===== config.mk =====
export PLATFORM = sky130hd
export DESIGN_NAME = seg_scan_ctrl8_flat
export DESIGN_NICKNAME = d
export VERILOG_FILES = /design/src/rtl/seg_scan_ctrl8_if.sv /design/src/rtl/seg_scan_ctrl8.sv /design/src/flat_wrapper.sv
export SDC_FILE = /design/constraint.sdc
export NUM_CORES = 1
export LEC_CHECK = 0
export ABC_AREA = 1
export ABC_CLOCK_PERIOD_IN_PS = 4700
export CAP_MARGIN = 10
export CORE_ASPECT_RATIO = 1.25
export CORE_MARGIN = 2
export CORE_UTILIZATION = 35
export DETAILED_ROUTE_END_ITERATION = 6
export PLACE_DENSITY = 0.52
export SLEW_MARGIN = 30
export SYNTH_ARGS = -nofsm -noshare
export SYNTH_HDL_FRONTEND = slang
export SYNTH_SLANG_ARGS = --single-unit

===== constraint.sdc =====
create_clock -name clk -period 4.7 [get_ports clk]
set_input_delay 1.41 -clock clk [delete_from_list [all_inputs] [get_ports clk]]
set_output_delay 1.41 -clock clk [all_outputs]
set_load 0.05 [all_outputs]

===== src/rtl/seg_scan_ctrl8_if.sv =====
// Bus bundle for the 8-digit scan controller: frame/scan controls in,
// per-digit display outputs back.
interface seg_scan_ctrl8_if;
  logic        en;
  logic [31:0] data;
  logic [7:0]  dp;
  logic        blank_lz;
  logic [2:0]  sel;
  logic [3:0]  nibble;
  logic        dp_out;
  logic        digit_on;
  logic        tick;

  modport master (
    output en, data, dp, blank_lz,
    input  sel, nibble, dp_out, digit_on, tick
  );

  modport slave (
    input  en, data, dp, blank_lz,
    output sel, nibble, dp_out, digit_on, tick
  );
endinterface


===== src/rtl/seg_scan_ctrl8.sv =====
// Time-multiplexed scan controller for an 8-digit display: prescaled digit
// stepping, tear-free frame snapshot and leading-zero blanking.
module seg_scan_ctrl8 #(
  parameter int DIV = 100000
) (
  input  logic           clk,
  input  logic           rst,
  seg_scan_ctrl8_if.slave bus
);
  localparam int            CW       = (DIV > 1) ? $clog2(DIV) : 1;
  localparam logic [CW-1:0] CNT_LAST = CW'(DIV - 1);

  logic [CW-1:0] cnt_reg, cnt_next;
  logic [2:0]    sel_reg, sel_next;
  logic [31:0]   sh_data_reg, sh_data_next;
  logic [7:0]    sh_dp_reg, sh_dp_next;
  logic [3:0]    nibble_reg, nibble_next;
  logic          dp_out_reg, dp_out_next;
  logic          digit_on_reg, digit_on_next;
  logic          tick_reg;
  logic          step;
  logic [7:0]    upper_zero;

  assign step = bus.en && (cnt_reg == CNT_LAST);

  always_comb begin
    cnt_next = cnt_reg;
    if (bus.en) begin
      cnt_next = (cnt_reg == CNT_LAST) ? '0 : cnt_reg + 1'b1;
    end
  end

  assign sel_next = step ? sel_reg + 3'd1 : sel_reg;

  // New frame is captured on the 7->0 step, and continuously while idle.
  always_comb begin
    sh_data_next = sh_data_reg;
    sh_dp_next   = sh_dp_reg;
    if (!bus.en || (step && sel_reg == 3'd7)) begin
      sh_data_next = bus.data;
      sh_dp_next   = bus.dp;
    end
  end

  // upper_zero[i]: shadow nibbles i..7 are all zero.
  generate
    for (genvar gi = 0; gi < 8; gi++) begin : g_upper_zero
      assign upper_zero[gi] = ~|sh_data_next[31:4*gi];
    end
  endgenerate

  // Outputs are built from the post-edge shadow so digit 0 shows the new frame.
  always_comb begin
    nibble_next   = nibble_reg;
    dp_out_next   = dp_out_reg;
    digit_on_next = digit_on_reg;
    if (step) begin
      digit_on_next = (sel_next == 3'd0) || !bus.blank_lz || !upper_zero[sel_next];
      nibble_next   = digit_on_next ? sh_data_next[{sel_next, 2'b00} +: 4] : 4'd0;
      dp_out_next   = digit_on_next && sh_dp_next[sel_next];
    end
  end

  always_ff @(posedge clk or posedge rst) begin
    if (rst) begin
      cnt_reg      <= '0;
      sel_reg      <= '0;
      sh_data_reg  <= '0;
      sh_dp_reg    <= '0;
      nibble_reg   <= '0;
      dp_out_reg   <= 1'b0;
      digit_on_reg <= 1'b0;
      tick_reg     <= 1'b0;
    end else begin
      cnt_reg      <= cnt_next;
      sel_reg      <= sel_next;
      sh_data_reg  <= sh_data_next;
      sh_dp_reg    <= sh_dp_next;
      nibble_reg   <= nibble_next;
      dp_out_reg   <= dp_out_next;
      digit_on_reg <= digit_on_next;
      tick_reg     <= step;
    end
  end

  assign bus.sel      = sel_reg;
  assign bus.nibble   = nibble_reg;
  assign bus.dp_out   = dp_out_reg;
  assign bus.digit_on = digit_on_reg;
  assign bus.tick     = tick_reg;
endmodule


===== src/flat_wrapper.sv =====
// flat-port wrapper written by rule: the top's interface ports become plain ports
module seg_scan_ctrl8_flat 
#(
  parameter int DIV = 100000
)
  (clk, rst, bus_en, bus_data, bus_dp, bus_blank_lz, bus_sel, bus_nibble, bus_dp_out, bus_digit_on, bus_tick);
  seg_scan_ctrl8_if bus_i ();
  input  logic clk;
  input  logic rst;
  input wire logic [$bits(bus_i.en)-1:0] bus_en;
  input wire logic [$bits(bus_i.data)-1:0] bus_data;
  input wire logic [$bits(bus_i.dp)-1:0] bus_dp;
  input wire logic [$bits(bus_i.blank_lz)-1:0] bus_blank_lz;
  output wire logic [$bits(bus_i.sel)-1:0] bus_sel;
  output wire logic [$bits(bus_i.nibble)-1:0] bus_nibble;
  output wire logic [$bits(bus_i.dp_out)-1:0] bus_dp_out;
  output wire logic [$bits(bus_i.digit_on)-1:0] bus_digit_on;
  output wire logic [$bits(bus_i.tick)-1:0] bus_tick;
  assign bus_i.en = bus_en;
  assign bus_i.data = bus_data;
  assign bus_i.dp = bus_dp;
  assign bus_i.blank_lz = bus_blank_lz;
  assign bus_sel = bus_i.sel;
  assign bus_nibble = bus_i.nibble;
  assign bus_dp_out = bus_i.dp_out;
  assign bus_digit_on = bus_i.digit_on;
  assign bus_tick = bus_i.tick;
  seg_scan_ctrl8 #(.DIV(DIV)) u_core (.clk(clk), .rst(rst), .bus(bus_i));
endmodule

==> results.tsv <==
stage	metric	value	unit
status	status	completed	
setup_path	required	4.93	ns
logic_synthesis	synth_cell_types	37	
cts	clkSinkCount	67	
setup_path	cpMostUsedCell	nand2_1	
logic_synthesis	yosysTopAreaCell	dfrtp_1	
power_and_ir_drop	powerDensity	343	nW/um^2
timing	rsz0062_at_grt	false	
timing	layout_setup_ws	0.964	ns
timing	drv_slew	0	
setup_path	worst-path-buf-inv	3	
power_and_ir_drop	p_leak	2.49	nW
logic_synthesis	synth.area.top_cells	dfrtp_1 42%, nand2_1 17%, inv_1 7.6%, nand3_1 4.8%, nor2_1 4.2%	
setup_path	worstSetupEndpointType	flip-flop	
logic_synthesis	synthMuxAreaShare	0	%
placement	dpl.cell_count	701	
timing	setup-tns-final	0	ns
power_and_ir_drop	max-vdd-ir-drop	0.000172	V
timing	finalSetupViolCount	0	
hold_path	hp-start	u_core.sh_dp_reg[2]$_DFF_PP0_	
setup_path	critical_path.cell_chain	clkdlybuf4s50_1 -> inv_2 -> or2_0 -> nand2_4 -> nand2_1 -> nand2_1 -> nand2_1 -> nor2_1 -> nand3_1 -> nand2_1 -> inv_1 -> nor2_1 -> nand2_1 -> nand3_1 -> nand2_1	
logic_synthesis	synth_compound_area_share	6.82	%
setup_path	cp_data_arrival_time	3.96	ns
route	wl	10.3	mm
logic_synthesis	synthXorXnorAreaFrac	1.80	%
floorplanning	initial_core_util	35.8	%
logic_synthesis	avgSynthCellArea	7.52	um^2
power_and_ir_drop	comb_power_share	17.3	%
setup_path	r2r_cells	16	
power_and_ir_drop	p_sw_share	28.8	%
global_routing	grt_pass1_wl	17.3	mm
floorplanning	dieArea	12200	um^2
cts	max-clock-path-buffers	2	
setup_path	r2r_slack	1.60	ns
power_and_ir_drop	pwr-share-clk	40.7	%
logic_synthesis	syn_inst	527	
power_and_ir_drop	switchingPower	0.479	mW
timing	clock.fmax	268	MHz
route	wl_per_cell	14.4	um
floorplanning	rows	43	
placement	place.gp.congestion	0.829	
route	avgViaCountPerCell	4.72	
route	dr.first_iter.drc_count	165	
setup_path	regToRegEndpoint	u_core.bus.dp_out$_DFFE_PP0P_	
global_routing	track_usage	18.1	%
floorplanning	die_x	99.2	um
timing	fin_crit	3.74	ns
global_routing	overflow	0	
power_and_ir_drop	internal_power	1.18	mW
setup_path	crit_type	in -> reg	
logic_synthesis	synth_warnings	0	
logic_synthesis	synthSimpleGateAreaFrac	36.7	%
hold_path	min_path_cells	2	
hold_path	hold_end	u_core.sh_dp_reg[2]$_DFF_PP0_	
cts	cts_root_buf	clkbuf_16	
cts	ctsResizeCount	0	
cells_and_area	fin_nets	624	
flow_run	max-cap-violations	0	
cells_and_area	largest_reg_flops	32	
cells_and_area	drive_gt1_share	10.3	%
setup_path	crit_slowest_cell	clkdlybuf4s50_1	
setup_path	timing.rr.start	u_core.cnt_reg[0]$_DFFE_PP0P_	
route	vias	3385	
cts	clock_latency	0.33	ns
setup_path	path_max_fanout	19	
cells_and_area	fin_util	43.8	%
floorplanning	fp.coreArea	11100	um^2
cts	cts_tree	built	
placement	io_buffers	53	
placement	hpwlAfterDp	7.53	mm
cts	cts_made_buffers	9	
logic_synthesis	ys_ff_latch	67	
logic_synthesis	syn-num-nets	574	
logic_synthesis	synthAdderAreaFrac	0.947	%
route	first_pass_iters	4	
cts	htree_levels	3	
global_routing	antenna_found_initial	0	
power_and_ir_drop	seq_power_share	42.0	%
timing	holdWs	0.465	ns
cells_and_area	antenna_cells	0	
setup_path	startpoint_type	input port	
route	drtAntennaViolNets	0	
logic_synthesis	yosysTopAreaCellShare	42.3	%
cts	postCtsSetupBuffers	0	
logic_synthesis	synth_top_family_by_area	simple AND/OR/NAND/NOR gates	
placement	dpl_cell_area	4550	um^2
global_routing	grt_max_degree	68	
setup_path	timing.critical_path.slowest_cell_delay	0.65	ns
timing	worstMarginPinSlew	0.658	ns
floorplanning	pin_count	54	
logic_synthesis	syn-cell-area	3970	um^2
cells_and_area	areaGrowthSynthToFinish	22.3	%
route	drc	0	
logic_synthesis	ys_seq_area_share	42.3	%
timing	hold_viol_final	0	
cells_and_area	finalNonFillerCells	717	
cells_and_area	design_area	4850	um^2
power_and_ir_drop	p_total	1.66	mW
setup_path	cp_top_family	simple AND/OR/NAND/NOR gates	
placement	pre_cts_slack	0.611	ns
floorplanning	die_h	123	um
cts	cts_hold_buf	0	
timing	min_period_over_period	79.5	%
cts	cts.reportedPaths.clkPinSlew	0.06	ns
timing	timing.slew.headroom	56.1	%
global_routing	grt_pass1_vias	3503	
hold_path	hold_class	reg -> reg	
timing	clock_skew	0.00877	ns
## placed cells by master (no fill, tap or decap), drive strengths merged
| master | netlist | routed |
|---|---|---|
| and3 | 2 | 2 |
| a31oi | 2 | 2 |
| inv | 86 | 86 |
| nand3b | 10 | 10 |
| o211ai | 4 | 4 |
| or2 | 3 | 3 |
| o21ai | 8 | 8 |
| bufinv | 0 | 1 |
| o2111ai | 4 | 4 |
| o22ai | 2 | 2 |
| clkinvlp | 0 | 2 |
| nor3 | 10 | 10 |
| buf | 15 | 2 |
| clkinv | 0 | 1 |
| xor2 | 5 | 5 |
| nand4 | 6 | 6 |
| nand2 | 185 | 185 |
| nand3 | 44 | 44 |
| ha | 3 | 3 |
| nor2 | 52 | 52 |
| dfrtp | 67 | 67 |
| clkbuf | 1 | 12 |
| clkdlybuf4s50 | 0 | 53 |
| a211oi | 1 | 1 |
| a21oi | 12 | 12 |
| xnor2 | 1 | 1 |
| a22oi | 4 | 4 |
## cell type report
class	count	area (um^2)
Clock buffer	12	246
Clock inverter	4	50.0
Fill cell	1175	6230
Inverter	86	323
Multi-Input combinational cell	358	1840
Sequential cell	67	1680
Tap cell	135	169
Timing Repair Buffer	55	549
## logic make-up (layout without fill, tap and decap cells)
kind of cell,after synthesis,count (layout)
buffers and inverters,102,157
adders and majority gates,3,3
DFF,67,67
and+or+nand+nor,312,312
xor gates and xnor gates,6,6
AOI/OAI and AO/OA,37,37
## how the worst max path moves through the flow
stage / end / depth (start not counted) / from / slack [ns]
3_5_place_dp: u_core.bus.dp_out$_DFFE_PP0P_ / 15 / bus_en / 0.61
6_report: u_core.bus.dp_out$_DFFE_PP0P_ / 15 / bus_en / 0.96
5_1_grt: u_core.bus.dp_out$_DFFE_PP0P_ / 15 / bus_en / 0.70
2_1_floorplan: u_core.bus.digit_on$_DFFE_PP0P_ / 1 / rst / 1.61
4_1_cts: u_core.bus.dp_out$_DFFE_PP0P_ / 15 / bus_en / 0.96
3_3_place_gp: u_core.bus.dp_out$_DFFE_PP0P_ / 15 / bus_en / 0.65
## power groups by stage
stage / clock, mW / combinational [mW] / sequential [mW]
after floorplan: 0 / 0.192 / 0.703
after global placement: 0 / 0.289 / 0.706
after detailed placement: 0 / 0.291 / 0.708
after CTS: 0.692 / 0.293 / 0.699
after global routing: 0.714 / 0.330 / 0.707
final: 0.677 / 0.288 / 0.698
## layer usage
metal	track usage [%]	part of all wire [%]	up-vias
met4	5.14	1.2	0
met5	0	0	-
met2	33.4	53	56
li1	-	-	1743
met3	3.22	2.6	11
met1	21.4	43	1575
## synth_stat cells, drive strengths merged
| cell type | number |
|---|---|
| a211oi | 1 |
| o21ai | 8 |
| a21oi | 12 |
| a22oi | 4 |
| nor3 | 10 |
| a31oi | 2 |
| xor2 | 5 |
| nor2 | 52 |
| nand3 | 44 |
| ha | 3 |
| buf | 15 |
| inv | 86 |
| dfrtp | 67 |
| nand4 | 6 |
| and3 | 2 |
| nand2 | 185 |
| clkbuf | 1 |
| or2 | 3 |
| o211ai | 4 |
| o22ai | 2 |
| o2111ai | 4 |
| nand3b | 10 |
| xnor2 | 1 |
## worst reg2reg max path, stage by stage, from the launching register on
cell and delay, ns:
dfrtp_1 0.39, ha_1 0.20, nand3_2 0.17, nor2_4 0.20
nand4_4 0.46, nand2_4 0.56, nand2_1 0.12, nand2_1 0.18
nand2_1 0.10, nor2_1 0.12, nand3_1 0.08, nand2_1 0.06
inv_1 0.03, nor2_1 0.09, nand2_1 0.09, nand3_1 0.09
nand2_1 0.05
No activity file was read; power rests on OpenSTA's default activity.
